==> src/rtl/chan_irq_pkg.sv <==
// chan_irq_pkg: shared types and defaults for the channel interrupt arbiter.
// Holds the FSM state enum, channel/ID width defaults and a priority helper.
package chan_irq_pkg;

   localparam int N_CHAN_DEF = 9;
   localparam int ID_W_DEF   = 4;

   typedef enum logic [1:0] {
      IDLE,
      OFFER,
      SERVICE
   } state_t;

   // Returns {found, index}; lowest set index wins.
   function automatic logic [ID_W_DEF:0] prio_enc(
      input logic [N_CHAN_DEF-1:0] v
   );
      logic [ID_W_DEF:0] r;
      r = '0;
      for (int k = N_CHAN_DEF - 1; k >= 0; k--) begin
         if (v[k]) r = {1'b1, ID_W_DEF'(k)};
      end
      return r;
   endfunction

endpackage

==> src/rtl/chan_irq_arbiter_if.sv <==
// chan_irq_arbiter_if: grant handshake between arbiter and processor.
// master: drives irq_valid/irq_id/in_service; slave: drives irq_ack/eoi.
interface chan_irq_arbiter_if #(
   parameter int ID_W = chan_irq_pkg::ID_W_DEF
);

   logic            irq_valid;
   logic [ID_W-1:0] irq_id;
   logic            irq_ack;
   logic            eoi;
   logic            in_service;

   modport master (
      output irq_valid,
      output irq_id,
      output in_service,
      input  irq_ack,
      input  eoi
   );

   modport slave (
      input  irq_valid,
      input  irq_id,
      input  in_service,
      output irq_ack,
      output eoi
   );

endinterface

==> src/rtl/chan_prio_enc.sv <==
// chan_prio_enc: combinational fixed-priority encoder, bit 0 highest.
// Ports: vec (request bits) in; idx (winning index), any (vec != 0) out.
module chan_prio_enc
   import chan_irq_pkg::*;
#(
   parameter int N = N_CHAN_DEF,
   parameter int W = ID_W_DEF
) (
   input  logic [N-1:0] vec,
   output logic [W-1:0] idx,
   output logic         any
);

   // Scan downward so the lowest set bit is the last one written.
   always_comb begin
      idx = '0;
      for (int k = N - 1; k >= 0; k--) begin
         if (vec[k]) idx = W'(k);
      end
   end

   assign any = |vec;

endmodule

==> src/rtl/chan_irq_arbiter.sv <==
// chan_irq_arbiter: sticky pending bits, fixed-priority grant, valid/ack offer.
// Ports: clk, rst, req_i in; bus (master); pending, timeout_cnt out.
module chan_irq_arbiter
   import chan_irq_pkg::*;
#(
   parameter int N_CHAN      = N_CHAN_DEF,
   parameter int ID_W        = ID_W_DEF,
   parameter int ACK_TIMEOUT = 15
) (
   input  logic              clk,
   input  logic              rst,
   input  logic [N_CHAN-1:0] req_i,
   chan_irq_arbiter_if.master bus,
   output logic [N_CHAN-1:0] pending,
   output logic [7:0]        timeout_cnt
);

   localparam int TW = $clog2(ACK_TIMEOUT + 1);

   state_t            state;
   state_t            state_n;
   logic [N_CHAN-1:0] pending_n;
   logic [N_CHAN-1:0] clr_mask;
   logic              valid_n;
   logic [ID_W-1:0]   id_n;
   logic              svc_n;
   logic [TW-1:0]     timer;
   logic [TW-1:0]     timer_n;
   logic [7:0]        tcnt_n;
   logic [ID_W-1:0]   top_idx;
   logic              any;

   chan_prio_enc #(
      .N (N_CHAN),
      .W (ID_W)
   ) u_enc (
      .vec (pending),
      .idx (top_idx),
      .any (any)
   );

   always_comb begin
      state_n  = state;
      valid_n  = bus.irq_valid;
      id_n     = bus.irq_id;
      svc_n    = bus.in_service;
      timer_n  = timer;
      tcnt_n   = timeout_cnt;
      clr_mask = '0;
      unique case (state)
         IDLE: begin
            if (any) begin
               state_n = OFFER;
               valid_n = 1'b1;
               id_n    = top_idx;
               timer_n = TW'(1);
            end
         end
         OFFER: begin
            // Ack beats a timeout landing in the same cycle.
            if (bus.irq_ack) begin
               clr_mask = N_CHAN'(1) << bus.irq_id;
               valid_n  = 1'b0;
               svc_n    = 1'b1;
               timer_n  = '0;
               state_n  = SERVICE;
            end else if (timer == TW'(ACK_TIMEOUT)) begin
               valid_n = 1'b0;
               timer_n = '0;
               state_n = IDLE;
               if (timeout_cnt != 8'hFF) tcnt_n = timeout_cnt + 8'd1;
            end else begin
               timer_n = timer + TW'(1);
            end
         end
         SERVICE: begin
            if (bus.eoi) begin
               svc_n   = 1'b0;
               state_n = IDLE;
            end
         end
         default: state_n = IDLE;
      endcase
      // Clear wins over a same-cycle request on the accepted channel.
      pending_n = (pending | req_i) & ~clr_mask;
   end

   always_ff @(posedge clk) begin
      if (rst) begin
         state          <= IDLE;
         pending        <= '0;
         bus.irq_valid  <= 1'b0;
         bus.irq_id     <= '0;
         bus.in_service <= 1'b0;
         timer          <= '0;
         timeout_cnt    <= '0;
      end else begin
         state          <= state_n;
         pending        <= pending_n;
         bus.irq_valid  <= valid_n;
         bus.irq_id     <= id_n;
         bus.in_service <= svc_n;
         timer          <= timer_n;
         timeout_cnt    <= tcnt_n;
      end
   end

endmodule

==> src/flat_wrapper.sv <==
// flat-port wrapper written by rule: the top's interface ports become plain ports
module chan_irq_arbiter_flat import chan_irq_pkg::*;
#(
   parameter int N_CHAN      = N_CHAN_DEF,
   parameter int ID_W        = ID_W_DEF,
   parameter int ACK_TIMEOUT = 15
)
  (clk, rst, req_i, pending, timeout_cnt, bus_irq_valid, bus_irq_id, bus_in_service, bus_irq_ack, bus_eoi);
  chan_irq_arbiter_if #(.ID_W(ID_W)) bus_i ();
  input  logic clk;
  input  logic rst;
  input  logic [N_CHAN-1:0] req_i;
  output logic [N_CHAN-1:0] pending;
  output logic [7:0] timeout_cnt;
  output wire logic [$bits(bus_i.irq_valid)-1:0] bus_irq_valid;
  output wire logic [$bits(bus_i.irq_id)-1:0] bus_irq_id;
  output wire logic [$bits(bus_i.in_service)-1:0] bus_in_service;
  input wire logic [$bits(bus_i.irq_ack)-1:0] bus_irq_ack;
  input wire logic [$bits(bus_i.eoi)-1:0] bus_eoi;
  assign bus_irq_valid = bus_i.irq_valid;
  assign bus_irq_id = bus_i.irq_id;
  assign bus_in_service = bus_i.in_service;
  assign bus_i.irq_ack = bus_irq_ack;
  assign bus_i.eoi = bus_eoi;
  chan_irq_arbiter #(.N_CHAN(N_CHAN), .ID_W(ID_W), .ACK_TIMEOUT(ACK_TIMEOUT)) u_core (.clk(clk), .rst(rst), .req_i(req_i), .bus(bus_i), .pending(pending), .timeout_cnt(timeout_cnt));
endmodule
==> config.mk <==
export PLATFORM = sky130hd
export DESIGN_NAME = chan_irq_arbiter_flat
export DESIGN_NICKNAME = d
export VERILOG_FILES = /design/src/rtl/chan_irq_pkg.sv /design/src/rtl/chan_irq_arbiter_if.sv /design/src/rtl/chan_prio_enc.sv /design/src/rtl/chan_irq_arbiter.sv /design/src/flat_wrapper.sv
export SDC_FILE = /design/constraint.sdc
export NUM_CORES = 1
export LEC_CHECK = 0
export CORE_MARGIN = 1
export CORE_UTILIZATION = 42
export CTS_CLUSTER_SIZE = 30
export DETAILED_ROUTE_END_ITERATION = 10
export MAX_ROUTING_LAYER = met4
export PLACE_DENSITY_LB_ADDON = 0.1
export SLEW_MARGIN = 5
export SYNTH_ARGS = -nofsm -noshare
export SYNTH_HDL_FRONTEND = slang
export SYNTH_HIERARCHICAL = 1
export SYNTH_SLANG_ARGS = --single-unit
==> constraint.sdc <==
create_clock -name clk -period 1.5 [get_ports clk]
set_input_delay 0.15 -clock clk [delete_from_list [all_inputs] [get_ports clk]]
set_output_delay 0.15 -clock clk [all_outputs]
set_load 0.01 [all_outputs]
==> results.py <==
metrics = {
    "run_status": {
        "status": "complete, no violations",
    },
    "worst_setup_path": {
        "reg2reg_depth": 5,
        "crit_path_max_fanout": 4,
        "start_kind": "register",
        "timing.rr.end": "u_core/timeout_cnt[5]",
        "startpoint": "u_core/timer[0]",
        "r2r_slack_ns": 0.0004,
        "path_delay_family": "simple AND/OR/NAND/NOR gates",
        "crit_end": "u_core/timeout_cnt[5]",
        "crit_slowest_cell": "or4_1",
        "crit_arrival_ns": 1.76,
        "critPathBufInv": 0,
        "cpPeakStageDelay_ns": 0.52,
        "crit_type": "register to register",
        "cp.depth": 5,
        "end_kind": "register",
        "cp_cell_sequence": "ha_4 > and3_4 > o211ai_4 > or4_1 > a21oi_1",
        "required_ns": 1.76,
        "timing.rr.start": "u_core/timer[0]",
    },
    "detailed_routing": {
        "wl_per_cell_um": 13.5,
        "vias": 1358,
        "first_pass_iters": 4,
        "vias_per_cell": 5.09,
        "wl_mm": 3.62,
        "drt_iter0_markers": 60,
        "route.detailed.drc": 0,
        "ant_nets": 0,
    },
    "yosys": {
        "syn_nets": 171,
        "yosysUniqueCellTypes": 37,
        "avgSynthCellArea_sq_um": 8.58,
        "ys_seq_area_share_pct": 43.4,
        "ys.flop_type": "dfxtp_1",
        "synth_edf_count": 0,
        "post_synth_inst_count": 156,
        "synth_top_area_share_pct": 43.4,
        "ys_async_sr_fraction_pct": 0,
        "ys_ff_latch": 29,
        "synth_top_area_cell": "dfxtp_1",
        "ys_warn_count": 6,
        "syn_area_sq_um": 1340,
        "ys_top_cells_by_area": "dfxtp_1, nor2_1, a21oi_1",
    },
    "die": {
        "die_area_sq_um": 3420,
        "core_sq_um": 3030,
        "rows": 20,
        "chipHeight_um": 58.5,
        "die_width_um": 58.5,
        "initial_core_util_pct": 44.2,
        "pin_count": 36,
    },
    "layout": {
        "final_common_cell": "buf_4",
        "fin_cells": 267,
        "drive_gt1_share_pct": 28.7,
        "antenna_cells": 0,
        "mostFrequentLayoutCells": "buf_4, nor2_1, clkdlybuf4s50_1",
        "fillers": 255,
        "area_growth_syn_to_layout_pct": 57.5,
        "finalNetCount": 238,
        "final_util_pct": 69.6,
    },
    "clock_tree": {
        "cts_tree": "yes",
        "numCtsBuffers": 5,
        "clockBufferDepth": 2,
        "clk_pin_slew_ns": 0.09,
        "cts.sinks": 29,
        "htreeDepth": 2,
        "cts_hold_buf": 0,
        "clockRootBuffer": "clkbuf_4",
        "clk_latency_ns": 0.33,
    },
    "place": {
        "dp_slack_ns": -0.268,
        "gp_congestion": 0.787,
        "post-dp-hpwl_mm": 2.55,
        "port_buffers": 35,
        "dp.cells": 259,
    },
    "pwr": {
        "peakVddDrop_mv": 0.576,
        "p_leak_uw": 0.000890,
        "power_uw": 1780,
        "powerDensity_nw_per_um2": 845,
    },
    "global_route": {
        "gr-total-overflow": 0,
        "grt_pass1_vias": 1252,
        "antenna_found_initial": 0,
        "grt_util_all_layers_pct": 22.9,
        "grt_max_degree": 14,
        "grt_first_pass_wirelength_mm": 5.65,
    },
    "timing": {
        "drv_slew": 0,
        "worstMarginPinSlew_ns": 0.309,
        "period_share_pct": 100,
        "slew_headroom_pct": 79.1,
        "max_freq_ghz": 0.667,
        "rsz0062_at_grt": "yes",
        "finClkSkew_ns": 0.0164,
        "fin_crit_ns": 1.50,
        "setup_violations": 0,
        "hold_viol_final": 0,
        "setup_slack_ns": 0.000355,
        "setup-tns-final_ns": 0,
    },
    "job": {
        "cap_viol_max_count": 0,
    },
    "min_path": {
        "worstHoldPathType": "input port to register",
    },
}
-- per-stage QoR --
stage               hold slack [ns]  instance area (sq um)
global placement              0.481                   1950
detailed placement            0.482                   1950
floorplan                     0.328                   1360
CTS                           0.403                   2040
finish                        0.419                   2110
global route                  0.402                   2110
-- sequential cells by signal, summed over array words and instances (netlist names) --
name                   flops
u_core/pending             9
u_core/timeout_cnt         8
u_core/bus.irq_id          4
u_core/timer               4
u_core/state               2
u_core/bus.in_service      1
u_core/bus.irq_valid       1
-- layer usage --
metal / share of wire, % / GRT usage, % / up-vias / wire length (um)
met5: 0 / - / - / 0
met4: 1.0 / 11.9 / 0 / 37
met3: 4.7 / 5.05 / 4 / 169
met2: 48 / 36.0 / 37 / 1750
met1: 46 / 27.5 / 617 / 1660
li1: - / - / 700 / -
-- synth_stat cells, types with 3 or more instances --
cell type / count
a211oi_1: 7
a21oi_1: 14
a311oi_1: 3
and3_1: 4
clkbuf_1: 3
dfxtp_1: 29
nand2_1: 13
nand3_1: 4
nor2_1: 27
nor2b_1: 6
nor3_1: 3
nor3b_1: 4
o21ai_0: 6
or3_1: 3
-- layout make-up --
class                      instances  area, sq um  area share (%)
clock buffer                       7         55.1            2.61
tap                               44         55.1            2.61
timing repair buffer              65          589            28.0
sequential                        29          601            28.5
inverter                           2         7.51           0.356
multi-input combinational        120          801            38.0
-- worst reg2reg max path: stages, from the launching register on --
cell      delay, ns
dfxtp_2        0.36
ha_4           0.13
and3_4         0.19
o211ai_4       0.10
or4_1          0.52
a21oi_1        0.15
-- report_power, final --
group	switching (uW)	leakage, uW	internal, uW	total (uW)
registers	48.9	0.000243	820	869
logic	200	0.000616	228	428
clock network	264	0.0000314	221	485
-- cells by family (layout without fill, tap and decap cells) --
logic type,count (synthesis),after routing,share of synthesized area (%)
AND/OR/NAND/NOR,76,76,30.0
AO/OA/AOI/OAI,38,38,19.1
flip-flops,29,29,43.4
buffers and inverters,7,74,2.80
adder cells (fa/ha/maj),2,2,1.87
XOR/XNOR,2,2,1.31
multiplexers,2,2,1.59
-- how the worst min path moves through the flow --
stage / startpoint / depth (start not counted) / slack [ns] / to
2_1_floorplan: bus_eoi / 3 / 0.33 / u_core/state[1]
3_3_place_gp: u_core/bus.irq_valid / 2 / 0.48 / u_core/bus.irq_valid
3_5_place_dp: u_core/bus.irq_valid / 2 / 0.48 / u_core/bus.irq_valid
4_1_cts: req_i[5] / 3 / 0.40 / u_core/pending[5]
5_1_grt: req_i[4] / 3 / 0.40 / u_core/pending[4]
6_report: req_i[1] / 3 / 0.42 / u_core/pending[1]
-- what timing repair did --
action                     CTS  global route
setup endpoints to repair   16            20
buffers inserted             0             1
pin swaps                    3             4
resized for setup           18            22
Power figures use the tool's default switching activity.
